<file path="src/rtl/regfile_writeback_pkg.sv">
// Shared types and widths for the register-file write-back path.
// The regfile uses the same address and data widths.
package regfile_writeback_pkg;

    localparam int REG_ADDR_W = 5;
    localparam int XLEN       = 64;
    localparam int NUM_REGS   = 32;

    typedef logic [REG_ADDR_W-1:0] reg_addr_t;
    typedef logic [XLEN-1:0]       xlen_t;

    typedef struct packed {
        reg_addr_t addr;
        xlen_t     data;
    } wb_entry_t;

    typedef enum logic [1:0] {
        GRANT_NONE,
        GRANT_ALU,
        GRANT_LAT
    } grant_e;

endpackage

</file>
<file path="src/rtl/regfile_writeback_wb_fifo.sv">
// Synchronous FIFO that holds long-latency write-back results.
// A push while full is dropped, even when a pop happens in the same cycle.
module wb_fifo
    import regfile_writeback_pkg::*;
#(
    parameter int DEPTH = 4
) (
    input  logic      clk,
    input  logic      rst,
    input  logic      push,
    input  wb_entry_t push_entry,
    input  logic      pop,
    output wb_entry_t head,
    output logic      full,
    output logic      empty
);

    localparam int PTR_W = (DEPTH > 1) ? $clog2(DEPTH) : 1;
    localparam int CNT_W = $clog2(DEPTH + 1);

    wb_entry_t        mem_q [DEPTH];
    logic [PTR_W-1:0] wr_ptr_q, wr_ptr_d;
    logic [PTR_W-1:0] rd_ptr_q, rd_ptr_d;
    logic [CNT_W-1:0] count_q, count_d;
    logic             push_ok, pop_ok;

    assign full    = (count_q == CNT_W'(DEPTH));
    assign empty   = (count_q == '0);
    assign push_ok = push & ~full;
    assign pop_ok  = pop & ~empty;
    assign head    = mem_q[rd_ptr_q];

    // NOTE: every always_comb output gets a default first, so no path can infer a latch.
    always_comb begin
        wr_ptr_d = wr_ptr_q;
        rd_ptr_d = rd_ptr_q;
        count_d  = count_q;
        if (push_ok) wr_ptr_d = wr_ptr_q + PTR_W'(1);
        if (pop_ok)  rd_ptr_d = rd_ptr_q + PTR_W'(1);
        case ({push_ok, pop_ok})
            2'b10:   count_d = count_q + CNT_W'(1);
            2'b01:   count_d = count_q - CNT_W'(1);
            default: count_d = count_q;
        endcase
    end

    // NOTE: sequential state uses non-blocking assignments only.
    always_ff @(posedge clk) begin
        if (rst) begin
            wr_ptr_q <= '0;
            rd_ptr_q <= '0;
            count_q  <= '0;
        end else begin
            wr_ptr_q <= wr_ptr_d;
            rd_ptr_q <= rd_ptr_d;
            count_q  <= count_d;
        end
    end

    // NOTE: storage is not reset; the count decides which entries are valid.
    always_ff @(posedge clk) begin
        if (push_ok) mem_q[wr_ptr_q] <= push_entry;
    end

endmodule

</file>
<file path="src/rtl/regfile_writeback.sv">
// Merges ALU and buffered long-latency results into the single regfile write port.
// Also keeps the busy scoreboard that decode reads for rs1 and rs2.
module regfile_writeback
    import regfile_writeback_pkg::*;
#(
    parameter int DEPTH        = 4,
    parameter int STARVE_LIMIT = 3
) (
    input  logic                  clk,
    input  logic                  rst,
    input  logic                  alu_wb_en,
    output logic                  alu_ready,
    input  logic [REG_ADDR_W-1:0] alu_rd_addr,
    input  logic [XLEN-1:0]       alu_rd_data,
    input  logic                  lat_valid,
    output logic                  lat_ready,
    input  logic [REG_ADDR_W-1:0] lat_rd_addr,
    input  logic [XLEN-1:0]       lat_rd_data,
    input  logic                  issue_en,
    input  logic [REG_ADDR_W-1:0] issue_rd_addr,
    input  logic [REG_ADDR_W-1:0] rs1_addr,
    input  logic [REG_ADDR_W-1:0] rs2_addr,
    output logic                  rs1_busy,
    output logic                  rs2_busy,
    output logic                  write_en,
    output logic [REG_ADDR_W-1:0] rd_addr,
    output logic [XLEN-1:0]       rd_data
);

    localparam int STARVE_W = $clog2(STARVE_LIMIT + 1);

    wb_entry_t             lat_entry, fifo_head, win_entry;
    logic                  fifo_push, fifo_pop, fifo_full, fifo_empty;
    logic                  force_lat;
    grant_e                grant;

    logic [STARVE_W-1:0]   starve_cnt_q, starve_cnt_d;
    logic                  write_en_q, write_en_d;
    reg_addr_t             rd_addr_q, rd_addr_d;
    xlen_t                 rd_data_q, rd_data_d;
    logic                  out_is_lat_q, out_is_lat_d;
    logic [NUM_REGS-1:0]   busy_q, busy_d;

    assign lat_entry = '{addr: lat_rd_addr, data: lat_rd_data};

    wb_fifo #(.DEPTH(DEPTH)) u_fifo (
        .clk        (clk),
        .rst        (rst),
        .push       (fifo_push),
        .push_entry (lat_entry),
        .pop        (fifo_pop),
        .head       (fifo_head),
        .full       (fifo_full),
        .empty      (fifo_empty)
    );

    // A queued result that has lost STARVE_LIMIT cycles in a row takes the port from the ALU.
    always_comb begin
        force_lat = ~fifo_empty & (starve_cnt_q == STARVE_W'(STARVE_LIMIT));
        grant     = GRANT_NONE;
        if (!rst) begin
            if (force_lat)        grant = GRANT_LAT;
            else if (alu_wb_en)   grant = GRANT_ALU;
            else if (!fifo_empty) grant = GRANT_LAT;
        end
        alu_ready = ~rst & ~force_lat;
        lat_ready = ~rst & ~fifo_full;
        fifo_push = lat_valid & lat_ready;
        fifo_pop  = (grant == GRANT_LAT);
        win_entry = (grant == GRANT_LAT) ? fifo_head : '{addr: alu_rd_addr, data: alu_rd_data};
    end

    always_comb begin
        starve_cnt_d = starve_cnt_q;
        if (fifo_empty || fifo_pop)
            starve_cnt_d = '0;
        else if (grant == GRANT_ALU && starve_cnt_q != STARVE_W'(STARVE_LIMIT))
            starve_cnt_d = starve_cnt_q + STARVE_W'(1);
    end

    // Writes to x0 are consumed but never reach the regfile.
    always_comb begin
        write_en_d   = (grant != GRANT_NONE) && (win_entry.addr != '0);
        rd_addr_d    = rd_addr_q;
        rd_data_d    = rd_data_q;
        out_is_lat_d = 1'b0;
        if (write_en_d) begin
            rd_addr_d    = win_entry.addr;
            rd_data_d    = win_entry.data;
            out_is_lat_d = (grant == GRANT_LAT);
        end
    end

    // Clear follows the regfile write; a same-cycle issue to that register overrides it.
    always_comb begin
        busy_d = busy_q;
        if (write_en_q && out_is_lat_q) busy_d[rd_addr_q] = 1'b0;
        if (issue_en)                   busy_d[issue_rd_addr] = 1'b1;
        busy_d[0] = 1'b0;
    end

    always_ff @(posedge clk) begin
        if (rst) begin
            starve_cnt_q <= '0;
            write_en_q   <= 1'b0;
            rd_addr_q    <= '0;
            rd_data_q    <= '0;
            out_is_lat_q <= 1'b0;
            busy_q       <= '0;
        end else begin
            starve_cnt_q <= starve_cnt_d;
            write_en_q   <= write_en_d;
            rd_addr_q    <= rd_addr_d;
            rd_data_q    <= rd_data_d;
            out_is_lat_q <= out_is_lat_d;
            busy_q       <= busy_d;
        end
    end

    assign write_en = write_en_q;
    assign rd_addr  = rd_addr_q;
    assign rd_data  = rd_data_q;
    assign rs1_busy = busy_q[rs1_addr];
    assign rs2_busy = busy_q[rs2_addr];

endmodule

</file>
<file path="config.mk">
export PLATFORM = sky130hd
export DESIGN_NAME = regfile_writeback
export DESIGN_NICKNAME = d
export VERILOG_FILES = /design/src/rtl/regfile_writeback_pkg.sv /design/src/rtl/regfile_writeback_wb_fifo.sv /design/src/rtl/regfile_writeback.sv
export SDC_FILE = /design/constraint.sdc
export NUM_CORES = 1
export LEC_CHECK = 0
export ABC_AREA = 1
export BUFFER_PORTS_ARGS = -buffer_cell sky130_fd_sc_hd__buf_2
export CAP_MARGIN = 20
export CORE_MARGIN = 10
export CORE_UTILIZATION = 23
export DETAILED_ROUTE_END_ITERATION = 6
export PLACE_DENSITY = 0.48
export SLEW_MARGIN = 20
export SYNTH_ARGS = -nofsm -noshare
export SYNTH_HDL_FRONTEND = slang
export SYNTH_SLANG_ARGS = --single-unit
</file>
<file path="constraint.sdc">
create_clock -name clk -period 8 [get_ports clk]
set_input_delay 1.6 -clock clk [delete_from_list [all_inputs] [get_ports clk]]
set_output_delay 1.6 -clock clk [all_outputs]
set_load 0.01 [all_outputs]
</file>
==> flow_metrics.py, run 1 <==
metrics = {
    "status": {
        "status": "completed",
    },
    "routing": {
        "firstDrtPassIters": 5,
        "drt-initial-drc-count": 795,
        "drtAntennaViolNets": 0,
        "wire_per_inst_um": 17.3,
        "routed_wl_um": 49800,
        "drcViolationCount": 0,
        "vias_per_cell": 4.37,
        "route.vias.total": 12600,
    },
    "yosys": {
        "synth-simple-area-share_pct": 18.0,
        "synth_warnings": 0,
        "synth_xor_area_share_pct": 0,
        "synth_nets": 1854,
        "synthesis.area_um2": 16200,
        "synth_fa_ha_area_share_pct": 0.587,
        "synthDominantCellAreaShare_pct": 51.2,
        "synth_top_family_by_area": "simple AND/OR/NAND/NOR gates",
        "syn_avg_cell_area_um2": 9.59,
        "syn_inst": 1689,
        "synth_seq_cells": 389,
        "synthDistinctLibCells": 28,
        "synthMuxAreaShare_pct": 0,
        "synth_top_cell_by_area": "edfxtp_1",
        "synthTopCellsByArea": "edfxtp_1, dfxtp_1, nand2_1, nor2_1, o21ai_0",
        "synth-seq-area-share_pct": 65.1,
        "synth_compound_area_share_pct": 11.1,
    },
    "sta": {
        "final.period_utilization_pct": 63.3,
        "rsz0062_at_grt": "false",
        "fin_crit_ns": 5.07,
        "worst_pin_slew_ns": 1.01,
        "setup_viol": 0,
        "tns_ns": 0,
        "relSlewSlack_pct": 32.7,
        "skew_ns": 0.0315,
        "whs_ns": 0.421,
        "hold_viol_final": 0,
        "timing.fmax_ghz": 0.197,
        "slew_viol_final": 0,
        "fin_ws_ns": 2.93,
    },
    "clock_tree": {
        "clkTransAtPathRegs_ns": 0.05,
        "ctsHoldBuffers": 0,
        "htreeDepth": 2,
        "clkLatencyLatePin_ns": 0.57,
        "post_cts_buffers": 0,
        "cts_tree": "built",
        "cts-root-buf": "clkbuf_16",
        "cts-resized-gates": 0,
        "clock_sinks": 389,
        "cts_buffer_depth": 3,
        "cts_made_buffers": 46,
    },
    "critical_path": {
        "crit_type": "input port to flop",
        "path_cells": "buf_2, buf_4, inv_4, nand3_4, nand2_1, nand2_1, nor2_1, nand3_2, nand2_4, buf_12, nand2_1, nand2_1, nor2_1",
        "cp_top_family": "simple AND/OR/NAND/NOR gates",
        "r2r_start": "starve_cnt_q[0]",
        "crit_top_cell": "nand2_1",
        "cp-start-kind": "input port",
        "critPathMaxStageDelay_ns": 0.93,
        "cp-end-kind": "flop",
        "critPathMaxFanout": 79,
        "reg2reg_depth": 13,
        "r2r_slack_ns": 4.69,
        "crit_path_start": "rst",
        "r2r-end": "rd_data[26]",
        "crit_slowest_cell": "nand3_4",
        "worst_ep_required_time_ns": 8.44,
        "cp.arrival_ns": 5.51,
        "worst-path-buf-inv": 4,
        "critical_path_depth": 13,
        "cp-endpoint": "rd_data[26]",
    },
    "finish": {
        "area_growth_syn_to_layout_pct": 22.5,
        "final_layout_size_suffix_gt1_share_pct": 17.4,
        "final_nets": 2061,
    },
    "floorplanning": {
        "coreArea_um2": 69900,
        "die_area_um2": 81500,
        "die_w_um": 285,
        "ios": 232,
        "die_h_um": 285,
        "num_rows": 97,
        "initial_core_util_pct": 23.2,
    },
    "pwr": {
        "powerDensity_nw_per_um2": 243,
        "total_power_w": 0.00483,
        "static-leakage-power_nw": 7.92,
        "ir_drop_mv": 0.112,
    },
    "grt": {
        "grt_start_max_net_pins": 93,
        "grtUsageTotal_pct": 11.9,
        "grt_pass1_vias": 12500,
        "overflow": 0,
        "antenna_found_initial": 20,
        "grt_pass1_wl_um": 75400,
    },
    "placement": {
        "hpwl_um": 30700,
        "routabilityCongestion": 0.904,
        "place_ws_ns": 2.29,
        "io_buffers": 231,
    },
    "flow_run": {
        "maxCapViolations": 0,
    },
    "hold_path": {
        "hold_class": "flop to flop",
    },
}
## placed cells by master, fill, tap and decap left out, types with 45 or more instances in the layout
| cell type | n |
|---|---|
| a21oi_1 | 45 |
| buf_2 | 231 |
| clkbuf_16 | 46 |
| dfxtp_1 | 111 |
| edfxtp_1 | 276 |
| inv_1 | 113 |
| nand2_1 | 402 |
| nor2_1 | 294 |
| o21ai_0 | 200 |
| o22ai_1 | 67 |
## synthesized netlist by cell type (all sizes together)
master    n
dfxtp   113
nand2   403
o21a      2
clkbuf   58
buf      31
nor3     12
inv     120
o211ai    4
nand3    39
o21ai   204
o22ai    67
ha        6
fa        1
o221ai    8
edfxtp  276
nor2    299
a21oi    45
a31oi     1
## worst min-delay path by stage
stage,from,end,slack [ns],depth (start not counted)
floorplan,starve_cnt_q[0],starve_cnt_q[0],0.40,1
global placement,starve_cnt_q[0],starve_cnt_q[0],0.41,1
detailed placement,starve_cnt_q[0],starve_cnt_q[0],0.42,1
CTS,starve_cnt_q[0],starve_cnt_q[0],0.43,1
global route,starve_cnt_q[0],starve_cnt_q[0],0.45,1
finish,starve_cnt_q[0],starve_cnt_q[0],0.42,1
## flip-flops by register name (all words and copies together) (netlist names), 2 cells and up, named ones only
signal,cells
rd_data,64
u_fifo.rd_ptr_q,2
rd_addr,5
u_fifo.wr_ptr_q,2
u_fifo.mem_q,276
busy_q,31
starve_cnt_q,2
u_fifo.count_q,3
## routing by layer
layer	wire (µm)	track usage, %	up-vias
li1	-	-	6099
met1	22100	14.9	6001
met2	23100	19.5	348
met3	3380	3.61	104
met4	1150	3.29	26
met5	171	0	-
## kinds of logic after synthesis
logic type | Yosys count
simple gates | 753
flops | 389
compound gates | 331
buf+inv | 209
fa+ha+maj | 7
## stage by stage
step	area, µm²	utilization (%)	instances
2_1_floorplan	16200	-	1689
3_3_place_gp	18300	26.2	2787
3_5_place_dp	18300	26.2	2787
4_1_cts	19800	28.3	2872
5_1_grt	19800	28.4	2876
6_report	19900	28.4	2880
## area by class of cell
class                   count  area, µm²
fillers                  7410      50100
diodes                      7       17.5
inverters                 120        455
flip-flops and latches    389      10600
multi-input cells        1091       4860
repair buffers            248       1310
well taps                 940       1180
clock inverters            18        199
clock buffers              67       1280
## worst reg2reg max path, cell delays in order (launching register included)
cell	delay, ns
dfxtp_1	0.33
ha_1	0.17
inv_1	0.04
nand2_1	0.11
nand3_4	0.70
nand2_1	0.32
nand2_1	0.11
nor2_1	0.12
nand3_2	0.09
nand2_4	0.47
buf_12	0.45
nand2_1	0.18
nand2_1	0.07
nor2_1	0.05
## power by group
group	internal [W]	switching, W	total (W)
Clock	0.00121	0.000835	0.00205
Combinational	0.000162	0.000331	0.000493
Sequential	0.00224	0.0000439	0.00229
Total	0.00362	0.00121	0.00483
Note: power is estimated with default switching activity, not from simulation.
==> run 2, diff against run 1 <==
--- a/config.mk
+++ b/config.mk
@@ -5,13 +5,13 @@
 export SDC_FILE = /design/constraint.sdc
 export NUM_CORES = 1
 export LEC_CHECK = 0
-export ABC_AREA = 1
+export ABC_AREA = 0
 export BUFFER_PORTS_ARGS = -buffer_cell sky130_fd_sc_hd__buf_2
 export CAP_MARGIN = 20
 export CORE_MARGIN = 10
 export CORE_UTILIZATION = 23
 export DETAILED_ROUTE_END_ITERATION = 6
-export PLACE_DENSITY = 0.48
+export PLACE_DENSITY = 0.49
 export SLEW_MARGIN = 20
 export SYNTH_ARGS = -nofsm -noshare
 export SYNTH_HDL_FRONTEND = slang
==> constraint.sdc (replaced) <==
create_clock -name clk -period 4.4 [get_ports clk]
set_input_delay 0.88 -clock clk [delete_from_list [all_inputs] [get_ports clk]]
set_output_delay 0.88 -clock clk [all_outputs]
set_load 0.01 [all_outputs]
==> flow_metrics.py, run 2 <==
metrics = {
    "status": {
        "status": "completed",
    },
    "routing": {
        "drtAntennaViolNets": 0,
        "wire_per_inst_um": 19.6,
        "routed_wl_um": 40600,
        "vias_per_cell": 4.30,
        "firstDrtPassIters": 4,
        "drcViolationCount": 0,
        "route.vias.total": 8910,
        "drt-initial-drc-count": 389,
    },
    "finish": {
        "utilization_pct": 28.6,
        "final_nets": 1324,
        "final_cell_mix": "edfxtp_1, buf_2, mux2i_1",
        "final_layout_size_suffix_gt1_share_pct": 34.3,
        "regMostFlops": "u_fifo.mem_q",
        "fin_cells": 2071,
        "final_common_cell": "edfxtp_1",
        "area_growth_syn_to_layout_pct": 23.3,
        "fin_area_um2": 19200,
        "largest_reg_flops": 276,
    },
    "yosys": {
        "synthesis.area_um2": 15600,
        "syn_inst": 921,
        "synth_seq_cells": 389,
        "synth_ff_type": "edfxtp_1",
        "synth_top_cell_by_area": "edfxtp_1",
        "synth_warnings": 0,
        "yosys-top-cells-count": "edfxtp_1, mux2i_1, dfxtp_1, mux4_2, nand2b_1",
        "ys_async_sr_fraction_pct": 0,
        "synth_nets": 1086,
        "synth-seq-area-share_pct": 67.7,
        "yosysMostFrequentCell": "edfxtp_1",
        "synth-edff-count": 276,
        "syn_avg_cell_area_um2": 16.9,
        "synthDistinctLibCells": 42,
        "synthDominantCellAreaShare_pct": 53.2,
        "synthTopCellsByArea": "edfxtp_1, dfxtp_1, mux4_2, mux2i_1, nand2b_1",
    },
    "sta": {
        "slew_viol_final": 0,
        "relSlewSlack_pct": 36.0,
        "setup_viol": 0,
        "rsz0062_at_grt": "false",
        "timing.fmax_ghz": 0.289,
        "worst_pin_slew_ns": 0.960,
        "final.period_utilization_pct": 78.6,
        "hold_viol_final": 0,
        "tns_ns": 0,
        "fin_crit_ns": 3.46,
        "skew_ns": 0.0131,
    },
    "critical_path": {
        "cp-end-kind": "output port",
        "critPathMaxStageDelay_ns": 0.55,
        "path_cells": "buf_2, mux4_2, mux4_2, mux2_2, buf_2",
        "crit_slowest_cell": "mux4_2",
        "critPathMaxFanout": 9,
        "cp_top_family": "multiplexers",
        "crit_type": "input port to output port",
        "worst-path-buf-inv": 2,
        "worst_ep_required_time_ns": 3.52,
        "cp.arrival_ns": 2.58,
        "cp-start-kind": "input port",
    },
    "grt": {
        "overflow": 0,
        "grt_start_max_net_pins": 75,
        "grt_pass1_wl_um": 60900,
        "grtUsageTotal_pct": 10.2,
        "grt_pass1_vias": 9549,
        "antenna_found_initial": 15,
    },
    "clock_tree": {
        "cts_tree": "built",
        "ctsHoldBuffers": 0,
        "clkTransAtPathRegs_ns": 0.05,
        "cts_buffer_depth": 3,
        "clkLatencyLatePin_ns": 0.56,
        "cts_made_buffers": 45,
        "cts-resized-gates": 0,
        "htreeDepth": 2,
        "cts-root-buf": "clkbuf_16",
        "post_cts_buffers": 0,
        "clock_sinks": 389,
    },
    "hold_path": {
        "hold_class": "flop to flop",
    },
    "placement": {
        "routabilityCongestion": 0.812,
        "placed_cell_area_um2": 17800,
        "dp.cells": 1985,
        "hpwl_um": 26900,
        "io_buffers": 231,
    },
    "floorplanning": {
        "ios": 232,
        "die_h_um": 280,
        "num_rows": 95,
        "die_w_um": 280,
        "coreArea_um2": 67200,
        "initial_core_util_pct": 23.2,
        "die_area_um2": 78600,
    },
    "flow_run": {
        "maxCapViolations": 0,
    },
    "pwr": {
        "ir_drop_mv": 0.209,
        "powerDensity_nw_per_um2": 449,
        "static-leakage-power_nw": 6.54,
    },
}
run 2: layer usage:
layer	vias up	wire, µm	GRT usage, %
li1	4070	-	-
met1	4504	16800	12.1
met2	221	19600	16.8
met3	89	3050	3.91
met4	26	945	3.10
met5	-	175	0
run 2: layout make-up:
type                            instances  area [µm²]
Timing Repair Buffer                  243        1310
Tap cell                              873        1090
Sequential cell                       389       10600
Inverter                                9        33.8
Clock buffer                           62        1270
Clock inverter                         22         150
Multi-Input combinational cell        471        4800
Antenna cell                            2        5.00
Fill cell                            6711       47900
run 2: kinds of logic (layout without fill, tap and decap cells):
group / Yosys count / in the layout / share of synthesized area (%)
flops: 389 / 389 / 67.7
mux: 223 / 223 / 21.3
simple gates: 154 / 154 / 5.58
compound gates: 82 / 82 / 2.80
buf+inv: 61 / 336 / 1.70
fa+ha+maj: 7 / 7 / 0.610
xor+xnor: 5 / 5 / 0.281
other cells: 0 / 2 / 0
run 2: worst paths after layout:
kind | start | to | slack [ns] | cells after the start
worst max-delay path | rs1_addr[0] | rs1_busy | 0.94 | 5
worst min-delay path | starve_cnt_q[0] | starve_cnt_q[0] | 0.44 | 1
worst max register to register | flop | rd_data[54] | 1.50 | 6
worst min register to register | starve_cnt_q[0] | starve_cnt_q[0] | 0.44 | 1
run 2: power breakdown:
group / internal, W / total [W] / switching, W
sequential: 0.00411 / 0.00421 / 0.0000997
clock: 0.00208 / 0.00357 / 0.00149
combinational: 0.000391 / 0.000853 / 0.000462
total: 0.00658 / 0.00863 / 0.00205
run 2: through the flow:
step / power, W / hold slack, ns / setup slack [ns]
4_1_cts: 0.00881 / 0.436 / 0.935
3_5_place_dp: 0.00516 / 0.428 / 0.940
3_3_place_gp: 0.00514 / 0.421 / 0.952
5_1_grt: 0.00903 / 0.464 / 0.888
2_1_floorplan: 0.00478 / 0.407 / 0.810
6_report: 0.00863 / 0.439 / 0.941
